==> src/rtl/instr_sequencer_pkg.sv <==
// Shared opcode, state and bundle types for the RISC_CPU instruction sequencer.
// Optional feature macro: SEQ_MEM_WAIT_EN (memory wait states on bus cycles).
package instr_sequencer_pkg;

  localparam int OPW    = 3;
  localparam int NSTATE = 8;

  typedef enum logic [OPW-1:0] {
    OP_HLT = 3'd0,
    OP_SKZ = 3'd1,
    OP_ADD = 3'd2,
    OP_AND = 3'd3,
    OP_XOR = 3'd4,
    OP_LDA = 3'd5,
    OP_STO = 3'd6,
    OP_JMP = 3'd7
  } opcode_e;

  // Low three bits are what the state port shows: IDLE reads 0, HALT reads 3.
  typedef enum logic [3:0] {
    S0     = 4'd0,
    S1     = 4'd1,
    S2     = 4'd2,
    S3     = 4'd3,
    S4     = 4'd4,
    S5     = 4'd5,
    S6     = 4'd6,
    S7     = 4'd7,
    S_IDLE = 4'd8,
    S_HALT = 4'd11
  } state_e;

  typedef struct packed {
    logic is_alu;
    logic is_sto;
    logic is_jmp;
    logic is_skz;
    logic is_hlt;
  } op_class_t;

  typedef struct packed {
    logic rd;
    logic wr;
    logic halt;
    logic load_ir;
    logic inc_pc;
    logic load_pc;
    logic load_acc;
    logic datactl_ena;
    logic fetch;
  } seq_out_t;

  localparam seq_out_t OUT_RST = '{fetch: 1'b1, default: 1'b0};

  function automatic logic is_alu_op(input logic [OPW-1:0] op);
    return (op == OP_ADD) || (op == OP_AND) ||
           (op == OP_XOR) || (op == OP_LDA);
  endfunction

endpackage

==> src/rtl/instr_sequencer_op_class_decode.sv <==
// Opcode classifier for the sequencer; unknown codes fall out as a NOP.
module op_class_decode
  import instr_sequencer_pkg::*;
(
  input  logic [OPW-1:0] opcode_i,
  output op_class_t      cls_o
);

  always_comb begin
    cls_o        = '0;
    cls_o.is_alu = is_alu_op(opcode_i);
    case (opcode_i)
      OP_HLT:  cls_o.is_hlt = 1'b1;
      OP_SKZ:  cls_o.is_skz = 1'b1;
      OP_STO:  cls_o.is_sto = 1'b1;
      OP_JMP:  cls_o.is_jmp = 1'b1;
      default: ;
    endcase
  end

endmodule

==> src/rtl/instr_sequencer.sv <==
// RISC_CPU control FSM: two-byte fetch, decode, execute over S0..S7.
// Define SEQ_MEM_WAIT_EN to add mem_ready wait states in S0, S1 and S5.
module instr_sequencer
  import instr_sequencer_pkg::*;
(
  input  logic           clk,
  input  logic           reset,
  input  logic           ena,
`ifdef SEQ_MEM_WAIT_EN
  input  logic           mem_ready,
`endif
  input  logic [OPW-1:0] opcode,
  input  logic           zero,
  output logic           rd,
  output logic           wr,
  output logic           halt,
  output logic           load_ir,
  output logic           inc_pc,
  output logic           load_pc,
  output logic           load_acc,
  output logic           datactl_ena,
  output logic           fetch,
  output logic [2:0]     state
);

  state_e    state_q, state_d;
  seq_out_t  out_q, out_d;
  logic      zero_q, zero_d;
  op_class_t cls;
  logic      stall;

  op_class_decode u_dec (
    .opcode_i (opcode),
    .cls_o    (cls)
  );

`ifdef SEQ_MEM_WAIT_EN
  logic wait_q, wait_d;

  assign stall  = wait_q & ~mem_ready;
  assign wait_d = (state_d inside {S0, S1, S5}) &
                  (out_d.rd | out_d.wr);

  always_ff @(posedge clk or negedge reset) begin
    if (!reset) begin
      wait_q <= 1'b0;
    end else begin
      wait_q <= wait_d;
    end
  end
`else
  assign stall = 1'b0;
`endif

  always_ff @(posedge clk or negedge reset) begin
    if (!reset) begin
      state_q <= S_IDLE;
      zero_q  <= 1'b0;
      out_q   <= OUT_RST;
    end else begin
      state_q <= state_d;
      zero_q  <= zero_d;
      out_q   <= out_d;
    end
  end

  always_comb begin
    state_d = state_q;
    if (state_q == S_HALT) begin
      state_d = S_HALT;
    end else if (!ena) begin
      state_d = S_IDLE;
    end else if (!stall) begin
      unique case (state_q)
        S_IDLE:  state_d = S0;
        S0:      state_d = S1;
        S1:      state_d = S2;
        S2:      state_d = cls.is_hlt ? S_HALT : S3;
        S3:      state_d = S4;
        S4:      state_d = S5;
        S5:      state_d = S6;
        S6:      state_d = S7;
        S7:      state_d = S0;
        default: state_d = S_IDLE;
      endcase
    end
  end

  // Outputs are decoded from the next state so they line up with it.
  always_comb begin
    out_d  = '0;
    zero_d = zero_q;
    if (state_d == S4 && state_q != S4) zero_d = zero;
    out_d.fetch = state_d inside {S_IDLE, S0, S1, S2, S3};
    unique case (state_d)
      S0, S1: begin
        out_d.rd      = 1'b1;
        out_d.load_ir = 1'b1;
        out_d.inc_pc  = 1'b1;
      end
      S4: begin
        out_d.rd          = cls.is_alu;
        out_d.datactl_ena = cls.is_sto;
        out_d.load_pc     = cls.is_jmp;
        out_d.inc_pc      = cls.is_skz & zero_d;
      end
      S5: begin
        out_d.rd          = cls.is_alu;
        out_d.load_acc    = cls.is_alu;
        out_d.wr          = cls.is_sto;
        out_d.datactl_ena = cls.is_sto;
        out_d.load_pc     = cls.is_jmp;
      end
      S6: begin
        out_d.rd          = cls.is_alu;
        out_d.datactl_ena = cls.is_sto;
      end
      S7:      out_d.inc_pc = cls.is_skz & zero_d;
      S_HALT:  out_d.halt   = 1'b1;
      default: ;
    endcase
  end

  assign rd          = out_q.rd;
  assign wr          = out_q.wr;
  assign halt        = out_q.halt;
  assign datactl_ena = out_q.datactl_ena;
  assign fetch       = out_q.fetch;
  assign load_ir     = out_q.load_ir & ~stall;
  assign inc_pc      = out_q.inc_pc & ~stall;
  assign load_pc     = out_q.load_pc & ~stall;
  assign load_acc    = out_q.load_acc & ~stall;

  always_comb begin
    if (state_q == S_HALT)      state = 3'd3;
    else if (state_q == S_IDLE) state = 3'd0;
    else                        state = state_q[2:0];
  end

endmodule

==> config.mk <==
export PLATFORM = sky130hd
export DESIGN_NAME = instr_sequencer
export DESIGN_NICKNAME = d
export VERILOG_FILES = /design/src/rtl/instr_sequencer_pkg.sv /design/src/rtl/instr_sequencer_op_class_decode.sv /design/src/rtl/instr_sequencer.sv
export SDC_FILE = /design/constraint.sdc
export NUM_CORES = 1
export LEC_CHECK = 0
export ABC_AREA = 0
export ABC_CLOCK_PERIOD_IN_PS = 1900
export CAP_MARGIN = 40
export CORE_MARGIN = 2
export CORE_UTILIZATION = 42
export DETAILED_ROUTE_END_ITERATION = 8
export GPL_TIMING_DRIVEN = 0
export PLACE_DENSITY = 0.83
export SETUP_SLACK_MARGIN = 0.15
export SLEW_MARGIN = 20
export SYNTH_ARGS = -nofsm -noshare
export SYNTH_HDL_FRONTEND = slang
export SYNTH_SLANG_ARGS = --single-unit
==> constraint.sdc <==
create_clock -name clk -period 1.9 [get_ports clk]
set_input_delay 0.57 -clock clk [delete_from_list [all_inputs] [get_ports clk]]
set_output_delay 0.57 -clock clk [all_outputs]
set_load 0.03 [all_outputs]
==> flow_metrics.py <==
metrics = {
    "run_status": {
        "status": "finished clean",
    },
    "power_and_ir_drop": {
        "seqPwrFrac": 0.497,
        "irDropWorstVdd_mv": 0.310,
        "p_leak_uw": 0.000425,
        "p_clk_frac": 0.343,
        "switching_share": 0.267,
        "switchingPower_uw": 171,
        "combPwrFrac": 0.161,
        "internal_power_uw": 470,
        "cellPowerDensity_nw_per_um2": 727,
    },
    "global_route": {
        "first_global_vias": 534,
        "grt.overflow.total": 0,
        "antenna_found_initial": 0,
        "grt_start_max_net_pins": 15,
        "grt_pass1_wl_um": 2260,
        "track_usage": 0.168,
    },
    "detailed_routing": {
        "dr.pass1.iters": 4,
        "drt_iter0_markers": 13,
        "drc": 0,
        "totalWireLength_um": 1340,
        "via_per_inst": 5.28,
        "ant_nets": 0,
        "vias": 549,
        "avgRoutedWirePerCell_um": 12.9,
    },
    "timing": {
        "skew_ns": 0.00129,
        "hold_viol_final": 0,
        "min_period_over_period": 0.893,
        "setup_viol": 0,
        "slew_violations": 0,
        "tightest_slew_ns": 0.604,
        "max_slew_margin": 0.596,
        "hold_slack_ns": 0.503,
        "fmax_mhz": 589,
        "period_needed_ns": 1.70,
        "rsz0062_at_grt": "true",
    },
    "worst_setup_path": {
        "critPathBufInv": 2,
        "path_cells": "clkbuf_1 -> clkdlybuf4s15_1",
        "worst_ep_arrival_time_ns": 1.13,
        "critPathKind": "reg -> out",
        "start_kind": "flop",
        "slowest_delay_ns": 0.38,
        "endpoint_kind": "output port",
        "required_ns": 1.33,
        "crit_family": "buffers and inverters",
        "crit_path_top_delay_cell": "dfrtp_1",
        "critPathMaxFanout": 3,
    },
    "finish": {
        "drive_above_1_share": 0.182,
        "fin_cells": 104,
        "antennaDiodeCount": 0,
        "layout.nets": 96,
        "area_growth_pct": 34.3,
        "design_area_um2": 882,
    },
    "placement": {
        "gp_congestion": 0.880,
        "portBuffers": 18,
        "placedInstanceArea_um2": 857,
        "post-dp-hpwl_um": 960,
        "placed_cells": 100,
    },
    "floorplan": {
        "die_h_um": 43.5,
        "fp.coreArea_um2": 1490,
        "start_util": 0.441,
        "core.rowCount": 14,
        "die_area_um2": 1900,
        "io_pins": 19,
        "die_w_um": 43.5,
    },
    "clocking": {
        "cts_tree": "yes",
        "cts_buffer_depth": 2,
        "cts_buffers": 3,
        "htreeDepth": 1,
        "cts_setup_buffers": 0,
        "cts_sinks": 14,
        "cts-root-buf": "clkbuf_4",
        "hold_buffers": 0,
        "clk_latency_ns": 0.28,
        "path_clk_slew_ns": 0.09,
    },
    "logic_synthesis": {
        "syn_nets": 73,
        "yosys_warnings": 0,
        "synth_top_area_cell": "dfrtp_1",
        "synth_area_leaders": "dfrtp_1 (46%), dfstp_2 (8.0%), nor3_1 (4.6%)",
        "muxShareOfSynthArea": 0.0229,
        "yosysSeqAreaShare": 0.537,
        "syn_avg_cell_area_um2": 9.95,
        "syn_inst": 66,
        "synth_area_um2": 657,
        "yosysTopAreaCellShare": 0.457,
        "synth-simple-area-share": 0.210,
        "synth.distinct_cells": 27,
        "synth_compound_area_frac": 0.130,
        "synthAdderAreaFrac": 0,
        "synth_top_family_by_area": "simple AND/OR/NAND/NOR gates",
        "synth_seq_cells": 14,
        "synth-xor-area-share": 0.0400,
    },
    "flow_run": {
        "drv_cap": 0,
    },
    "hold_path": {
        "hold_path.class": "reg -> reg",
    },
}
## cell usage after synthesis, drive strengths merged
| cell | number |
|---|---|
| and2b | 1 |
| a21boi | 1 |
| dfstp | 2 |
| xnor2 | 2 |
| a21oi | 2 |
| a21bo | 1 |
| nor3 | 7 |
| xor2 | 1 |
| nor3b | 2 |
| dfrtp | 12 |
| nor2 | 6 |
| nand3 | 1 |
| o21ai | 5 |
| a32oi | 1 |
| a22o | 1 |
| inv | 2 |
| o31ai | 1 |
| o21bai | 1 |
| nand2b | 1 |
| mux2 | 1 |
| nand2 | 7 |
| clkbuf | 4 |
| buf | 2 |
| nor2b | 2 |
## worst paths after layout
| kind | startpoint | to | slack (ns) | cells after the start |
|---|---|---|---|---|
| setup / recovery | state_q[2]$_DFF_PN0_ | state[2] | 0.20 | 2 |
| hold / removal | zero_q$_DFF_PN0_ | zero_q$_DFF_PN0_ | 0.50 | 1 |
| setup reg to reg | state_q[1]$_DFF_PN0_ | inc_pc$_DFF_PN0_ | 0.39 | 5 |
| hold reg to reg | zero_q$_DFF_PN0_ | zero_q$_DFF_PN0_ | 0.50 | 1 |
| max in group asynchronous | reset | inc_pc$_DFF_PN0_ | 0.85 | 1 |
| min in group asynchronous | reset | load_acc$_DFF_PN0_ | 0.66 | 1 |
## final cells by class
class / instances / area (um2)
inverter: 2 / 7.51
buffer: 6 / 32.5
tap: 16 / 20.0
multi-input combinational: 44 / 269
timing repair buffer: 18 / 164
sequential: 14 / 353
clock buffer: 4 / 36.3
fill: 132 / 607
## routing by layer
metal / global-route usage / share of wire
met1: 0.186 / 0.42
met5: 0 / 0
met3: 0.0375 / 0.055
met2: 0.265 / 0.49
met4: 0.152 / 0.034
## power by group through the flow
stage                     registers (uW)  logic, uW  clock network, uW
after floorplan                      336       47.8                  0
after global placement               323        107                  0
after detailed placement             324        109                  0
after CTS                            318        103                223
after global routing                 320        113                241
final                                319        103                220
## registers in the layout (all words and copies together), names as in the netlist
| register | cells |
|---|---|
| state_q | 4 |
| datactl_ena | 1 |
| fetch | 1 |
| halt | 1 |
| inc_pc | 1 |
| load_acc | 1 |
| load_ir | 1 |
| load_pc | 1 |
| rd | 1 |
| wr | 1 |
| zero_q | 1 |
## repair_timing
action                                 in CTS  in global routing
resized for setup                          18                  5
endpoints found under the hold margin       0                  0
setup endpoints to repair                  12                  6
pin swaps                                   0                  0
## placed cells by master, fill, tap and decap left out, drive strengths merged, types with 2 or more instances in the layout
| master | instances |
|---|---|
| clkdlybuf4s15 | 2 |
| nor3 | 7 |
| dfrtp | 12 |
| clkdlybuf4s50 | 5 |
| clkbuf | 9 |
| o21ai | 5 |
| nor2b | 2 |
| dfstp | 2 |
| dlygate4sd2 | 8 |
| buf | 3 |
| inv | 2 |
| nor2 | 6 |
| xnor2 | 2 |
| a21oi | 2 |
| nor3b | 2 |
| nand2 | 7 |
## metrics by stage
stage	setup WS [ns]	power [uW]	setup TNS, ns	utilization
after global routing	0.141	674	0	0.592
after CTS	0.0367	644	0	0.589
after global placement	-0.135	430	-0.297	0.576
after floorplan	0.514	384	0	-
final	0.203	642	0	0.592
after detailed placement	-0.135	434	-0.346	0.576
## logic make-up (layout without fill, tap and decap cells)
| kind of cell | count (synthesis) | in the layout |
|---|---|---|
| mux | 1 | 1 |
| simple gates | 27 | 27 |
| xor+xnor | 3 | 3 |
| flops | 14 | 14 |
| buf+inv | 8 | 30 |
| compound gates | 13 | 13 |
Note: power is estimated with default switching activity, not from simulation.
